<file path="src/rtl/score_event_conditioner.sv">
// Score-line conditioner: synchronizes, debounces and edge-detects the raw Arduino score line,
// gates it with game_active and applies a re-trigger lockout before emitting a one-cycle pulse.
//
//   state   | meaning
//   --------+---------------------------------------------------------------
//   ARMED   | waiting for a debounced rising edge; accepts it if game_active
//   LOCKOUT | counting out the re-trigger window; rising edges are rejected
module score_event_conditioner #(
   parameter int DEBOUNCE_CYCLES = 1_000_000,
   parameter int LOCKOUT_CYCLES  = 50_000_000,
   parameter int REJ_W           = 8
) (
   input  logic             clock,
   input  logic             reset,
   input  logic             raw_in,
   input  logic             game_active,
   output logic             score_pulse,
   output logic             stable_level,
   output logic             busy,
   output logic [REJ_W-1:0] rejected_count
);

   localparam int DEB_W  = $clog2(DEBOUNCE_CYCLES + 1);
   localparam int LOCK_W = $clog2(LOCKOUT_CYCLES + 1);
   localparam logic [DEB_W-1:0]  DEB_LAST  = DEB_W'(DEBOUNCE_CYCLES - 1);
   localparam logic [LOCK_W-1:0] LOCK_LAST = LOCK_W'(LOCKOUT_CYCLES - 1);

   typedef enum logic {
      ARMED   = 1'b0,
      LOCKOUT = 1'b1
   } state_t;

   state_t            state, state_nxt;
   logic              s1, s2;
   logic [DEB_W-1:0]  deb_cnt;
   logic [LOCK_W-1:0] lock_cnt, lock_nxt;
   logic              pulse_nxt;
   logic              rej_inc;
   logic              rise;

   always_ff @(posedge clock or negedge reset) begin
      if (!reset) begin
         s1 <= 1'b0;
         s2 <= 1'b0;
      end else begin
         s1 <= raw_in;
         s2 <= s1;
      end
   end

   // Any cycle where s2 agrees with the debounced level restarts the count.
   always_ff @(posedge clock or negedge reset) begin
      if (!reset) begin
         deb_cnt      <= '0;
         stable_level <= 1'b0;
      end else if (s2 == stable_level) begin
         deb_cnt <= '0;
      end else if (deb_cnt == DEB_LAST) begin
         deb_cnt      <= '0;
         stable_level <= s2;
      end else begin
         deb_cnt <= deb_cnt + 1'b1;
      end
   end

   // Asserted in the cycle before the edge at which stable_level goes 0->1.
   assign rise = !stable_level && s2 && (deb_cnt == DEB_LAST);

   always_comb begin
      state_nxt = state;
      lock_nxt  = lock_cnt;
      pulse_nxt = 1'b0;
      rej_inc   = 1'b0;
      case (state)
         ARMED: begin
            if (rise) begin
               if (game_active) begin
                  pulse_nxt = 1'b1;
                  lock_nxt  = '0;
                  state_nxt = LOCKOUT;
               end else begin
                  rej_inc = 1'b1;
               end
            end
         end
         LOCKOUT: begin
            rej_inc = rise;
            if (lock_cnt == LOCK_LAST) begin
               lock_nxt  = '0;
               state_nxt = ARMED;
            end else begin
               lock_nxt = lock_cnt + 1'b1;
            end
         end
         default: state_nxt = ARMED;
      endcase
   end

   always_ff @(posedge clock or negedge reset) begin
      if (!reset) begin
         state          <= ARMED;
         lock_cnt       <= '0;
         score_pulse    <= 1'b0;
         rejected_count <= '0;
      end else begin
         state       <= state_nxt;
         lock_cnt    <= lock_nxt;
         score_pulse <= pulse_nxt;
         if (rej_inc && (rejected_count != {REJ_W{1'b1}}))
            rejected_count <= rejected_count + 1'b1;
      end
   end

   assign busy = (state == LOCKOUT);

endmodule
</file>
<file path="config.mk">
export PLATFORM = sky130hd
export DESIGN_NAME = score_event_conditioner
export DESIGN_NICKNAME = d
export VERILOG_FILES = /design/src/rtl/score_event_conditioner.sv
export SDC_FILE = /design/constraint.sdc
export NUM_CORES = 1
export LEC_CHECK = 0
export BUFFER_PORTS_ARGS = -buffer_cell sky130_fd_sc_hd__buf_2
export CORE_MARGIN = 8
export CORE_UTILIZATION = 40
export CTS_BUF_LIST = sky130_fd_sc_hd__clkbuf_8
export CTS_CLUSTER_SIZE = 40
export DETAILED_ROUTE_END_ITERATION = 8
export GPL_TIMING_DRIVEN = 0
export SLEW_MARGIN = 20
export SYNTH_ARGS = -nofsm -noshare
export SYNTH_HDL_FRONTEND = slang
export SYNTH_SLANG_ARGS = --single-unit
</file>
<file path="constraint.sdc">
create_clock -name clock -period 2.48 [get_ports clock]
set_input_delay 0.248 -clock clock [delete_from_list [all_inputs] [get_ports clock]]
set_output_delay 0.248 -clock clock [all_outputs]
set_load 0.005 [all_outputs]
</file>
# Yosys cells after proc, flatten, opt, wreduce, memory -nomap -nowiden
# Cells that the tools add are included.
[classes] addsub=3 n_eq_ne=6 muxes=14 bitwise=2 n_reduce_logical=6
[ops] cell="$mux W26" count=3
[ops] cell="$pmux W26 S2" count=1
[ops] cell="$mux W20" count=2
[ops] cell="$add A26 B1 Y26 const B" count=1
[ops] cell="$eq A26 B26 Y1 const B" count=1
[ops] cell="$add A20 B1 Y20 const B" count=1
[ops] cell="$eq A20 B20 Y1 const B" count=1
[ops] cell="$add A8 B1 Y8 const B" count=1
[ops] cell="$ne A8 B8 Y1 const B" count=1
[ops] cell="$mux W1" count=6
[ops] cell="$ne A2 B2 Y1 const B" count=2
[ops] cell="$pmux W1 S2" count=2
[ops] cell="$reduce_and A2 Y1" count=2
[ops] cell="$logic_and A1 B1 Y1" count=3
[ops] cell="$not A1 Y1" count=2
[ops] cell="$eq A1 B1 Y1" count=1
[ops] cell="$logic_not A1 Y1" count=1
[totals] regBits=59 input_bits=4 out_inout_bits=11 elab_cells=39

# Longest topological paths before layout
[logic_depth] depth_word=6 ltp_mapped=8 mapped_depth_nobuf=6

# Worst setup path after synthesis
# OpenSTA, ideal clock, no wires.
[synth_timing] kind="register to register" from="reg lock_cnt[7]" to="reg lock_cnt[25]" setup_ns=0.124 arrival_ns=2.104 t_required_ns=2.356 path_slack_ns=0.252 stages_incl_launch_ff=7 n_path_buf=1 synth_period_minus_slack_ns=2.228 path_cell_list="dfrtp_1 -> clkbuf_1 -> nand2_1 -> or4_4 -> or4_4 -> and3_4 -> a211o_1"
[synth_via] elab_chain_len=3 elab_cells_between_ends=4 classes_between="1 x add/sub; 1 x eq/ne; 2 x mux"
[synth_rtl] item="from (decl)" line_no="36" text="logic [LOCK_W-1:0] lock_cnt, lock_nxt;"
[synth_rtl] item="from (signal assigned)" line_no="107" text="lock_cnt <= lock_nxt;"
[synth_rtl] item="$add A26 B1 Y26 or $eq A26 B26 Y1 (tied branches)" line_no="92, 88"
[synth_rtl] item="$mux W26 (*)" line_no="88" text="if (lock_cnt == LOCK_LAST) begin"
[synth_rtl] item="$pmux W26 S2 (*)" line_no="74" text="case (state)"
# Every way passes the cells marked *; elsewhere a longest branch is shown, timed or not.
# A chain may end at the register's enable or synchronous reset.

# Worst setup path after layout
[layout_timing] from="reg lock_cnt[11]" to="reg state (netlist: busy)"
[layout_via] elab_chain_len=3
[layout_rtl] item="$eq A26 B26 Y1" line_no="88"
[layout_rtl] item="$mux W1" line_no="88"
[layout_rtl] item="$pmux W1 S2" line_no="74"
[layout_rtl] item="named net state_nxt" line_no="33" text="state_t state, state_nxt;"
[layout_rtl] item="to (signal assigned)" line_no="106" text="state <= state_nxt;"
[layout_rtl] item="to (decl)" line_no="33"
# The timed path passes the listed nets, and every way through them passes these cells.

==> results.json <==
{
  "ys_seq_area_share_pct": 49.7,
  "synth_area_um2": 2970,
  "worst_path_max_delay_cell": "o41a_1",
  "layout.nets": 338,
  "min_period_ns": 2.36,
  "layout_common_cells": "59 x dfrtp_1, 31 x nor2_1, 25 x a31oi_1",
  "ys_warn_count": 0,
  "peakVddDrop_mv": 0.343,
  "synth_ff_type": "dfrtp_1",
  "clockBufferDepth": 2,
  "max_slew.worst_pin.slew_ns": 0.739,
  "slowest_delay_ns": 0.57,
  "path_cells": "buf_2 -> or4_1 -> o41a_1 -> clkbuf_2 -> or2_2",
  "antenna_cells": 0,
  "antenna_found_initial": 0,
  "first_global_vias": 2285,
  "syn_inst": 303,
  "grt_overflow": 0,
  "crit_type": "reg -> reg",
  "min_path_cells": 3,
  "die_x_um": 102,
  "grt_max_degree": 60,
  "outcome": "finished clean",
  "p_seq_share_pct": 52.7,
  "end_kind": "register",
  "crit_buf_inv": 2,
  "wire_per_inst_um": 15.4,
  "powerDensity_nw_per_um2": 542,
  "grt_pass1_wl_um": 11100,
  "finClkSkew_ns": 0.00441,
  "arrival_ns": 2.58,
  "final_layout_size_suffix_gt1_share_pct": 15.2,
  "vias": 2421,
  "port_buffers": 14,
  "synth-async-reset-ratio_pct": 100,
  "drv_slew": 0,
  "cts_sinks": 59,
  "min_from": "game_active",
  "coreArea_um2": 7210,
  "max_cap_viol_count": 0,
  "cp_max_fo": 10,
  "num_io_pins": 15,
  "power_frac_clock_pct": 45.1,
  "cp_top_family": "simple AND/OR/NAND/NOR gates",
  "start_kind": "register",
  "synth_top_area_share_pct": 49.7,
  "rows": 31,
  "crit_cells": 5,
  "hpwl_um": 4420,
  "die_h_um": 102,
  "ant_nets": 0,
  "dp_slack_ns": -0.144,
  "dpl-instance-area_um2": 3170,
  "synth_edf_count": 0,
  "p_sw_uw": 415,
  "ys_seq_elements": 59,
  "cp.required_ns": 2.70,
  "place.gp.congestion": 0.804,
  "comb_power_share_pct": 2.2,
  "synth_cell_types": 39,
  "rsz0062_at_grt": "false",
  "drc": 0,
  "drtIter0Drc": 124,
  "initial_core_util_pct": 41.2,
  "fin_crit_sh_pct": 95.1,
  "internal-power_uw": 1430,
  "clkTransAtPathRegs_ns": 0.07,
  "wl_um": 6680,
  "drt_first_pass_iters": 5,
  "via_per_inst": 5.58,
  "worstHoldEndpoint": "score_pulse$_DFF_PN0_",
  "timing.rr.end": "busy$_DFF_PN0_",
  "avgSynthCellArea_um2": 9.81,
  "r2r_slack_ns": 0.12,
  "synth_area_leader_cell": "dfrtp_1",
  "h-tree-depth": 3,
  "dieArea_um2": 10400,
  "fmax_mhz": 424,
  "syn_to_final_growth_pct": 14.6,
  "cts_tree": "built",
  "r2r_start": "lock_cnt[11]$_DFFE_PN0P_",
  "syn_nets": 311,
  "cts_root_buf": "clkbuf_8",
  "final_common_cell": "dfrtp_1",
  "slew_headroom_pct": 50.7,
  "insertion_delay_ns": 0.34,
  "synth_top_cells_by_area": "dfrtp_1 50%, a31oi_1 5.3%, xor2_1 4.1%, nor2_1 3.9%, nand4_1 3.6%",
  "p_total_uw": 1850,
  "swShare_pct": 22.5,
  "hold_path.class": "in -> reg",
  "p_leak_uw": 0.00147,
  "cts-buffers-inserted": 9,
  "finalInstanceArea_um2": 3400,
  "hold_viol": 0,
  "setup_slack_ns": 0.120,
  "setup_viol": 0,
  "r2r_cells": 5,
  "grt_util_all_layers_pct": 13.7
}
## cell type report
cell class / instances / area [um2]
clock inverter: 7 / 61.3
tap: 99 / 124
clock buffer: 9 / 124
buffer: 8 / 37.5
inverter: 8 / 30.0
fill: 704 / 3810
sequential: 59 / 1480
multi-input combinational: 226 / 1440
timing repair buffer: 18 / 108
## per-stage QoR
| stage | hold slack [ns] | util [%] | std cells | TNS, ns |
|---|---|---|---|---|
| after floorplan | -0.0476 | - | 303 | 0 |
| after global placement | 0.338 | 43.9 | 416 | -1.38 |
| after detailed placement | 0.339 | 43.9 | 416 | -1.22 |
| after CTS | 0.219 | 46.8 | 434 | 0 |
| after global routing | 0.245 | 47.2 | 434 | 0 |
| final | 0.258 | 47.2 | 434 | 0 |
## flip-flops by register name, indices dropped and copies added (netlist names)
name and cells:
deb_cnt 20, rejected_count 8, lock_cnt 26, s1 1, stable_level 1, s2 1
score_pulse 1, busy 1
## Yosys cell counts (7+ instances only)
cell type	count
a21oi_1	7
nor2_1	31
nand4_1	17
dfrtp_1	59
inv_1	8
and4_1	7
nand2_1	23
a31oi_1	25
nor3_1	8
o21ai_0	12
xor2_1	14
nand3_1	17
clkbuf_1	9
xnor2_1	12
and3_1	9
## power by group through the flow
stage,logic (uW),clock network (uW),registers [uW]
4_1_cts,42.9,863,972
3_5_place_dp,39.9,0,991
3_3_place_gp,39.7,0,990
2_1_floorplan,14.0,0,990
5_1_grt,49.7,904,973
6_report,41.1,832,973
## logic make-up after synthesis
logic type / Yosys count / share of synthesized area [%]
flops: 59 / 49.7
simple gates: 133 / 24.2
mux: 4 / 1.52
buf+inv: 18 / 2.32
fa+ha+maj: 4 / 1.68
compound gates: 59 / 12.9
xor+xnor: 26 / 7.66
## layer usage
metal	GRT usage [%]	up-vias	share of wire, %	wire length [um]
met4	4.29	0	1.1	73
met1	16.6	1180	46	3080
met5	0	-	0	0
met2	22.2	55	48	3190
li1	-	1178	-	-
met3	4.84	8	5.2	345
## worst max path at each step
stage                                  start                       end  slack, ns
finish              lock_cnt[11]$_DFFE_PN0P_            busy$_DFF_PN0_       0.12
global route        lock_cnt[11]$_DFFE_PN0P_            busy$_DFF_PN0_      0.008
CTS                     deb_cnt[0]$_DFF_PN0_   lock_cnt[4]$_DFFE_PN0P_      0.007
detailed placement      deb_cnt[0]$_DFF_PN0_   lock_cnt[4]$_DFFE_PN0P_      -0.14
global placement        deb_cnt[0]$_DFF_PN0_   lock_cnt[4]$_DFFE_PN0P_      -0.19
floorplan            lock_cnt[7]$_DFFE_PN0P_  lock_cnt[25]$_DFFE_PN0P_       0.25
## repair_timing
item                                    CTS  global route
setup buffers                             0             2
gates cloned                              0             0
resized for setup                         2            13
hold endpoints to repair                 30             0
hold buffers                              2             0
pin swaps                                 0             3
endpoints found under the setup margin   12            43
## worst min-delay path, stage by stage
cell	delay, ns
buf_2	0.11
nand2_1	0.12
nor4_1	0.08
Note: power is estimated with default switching activity, not from simulation.
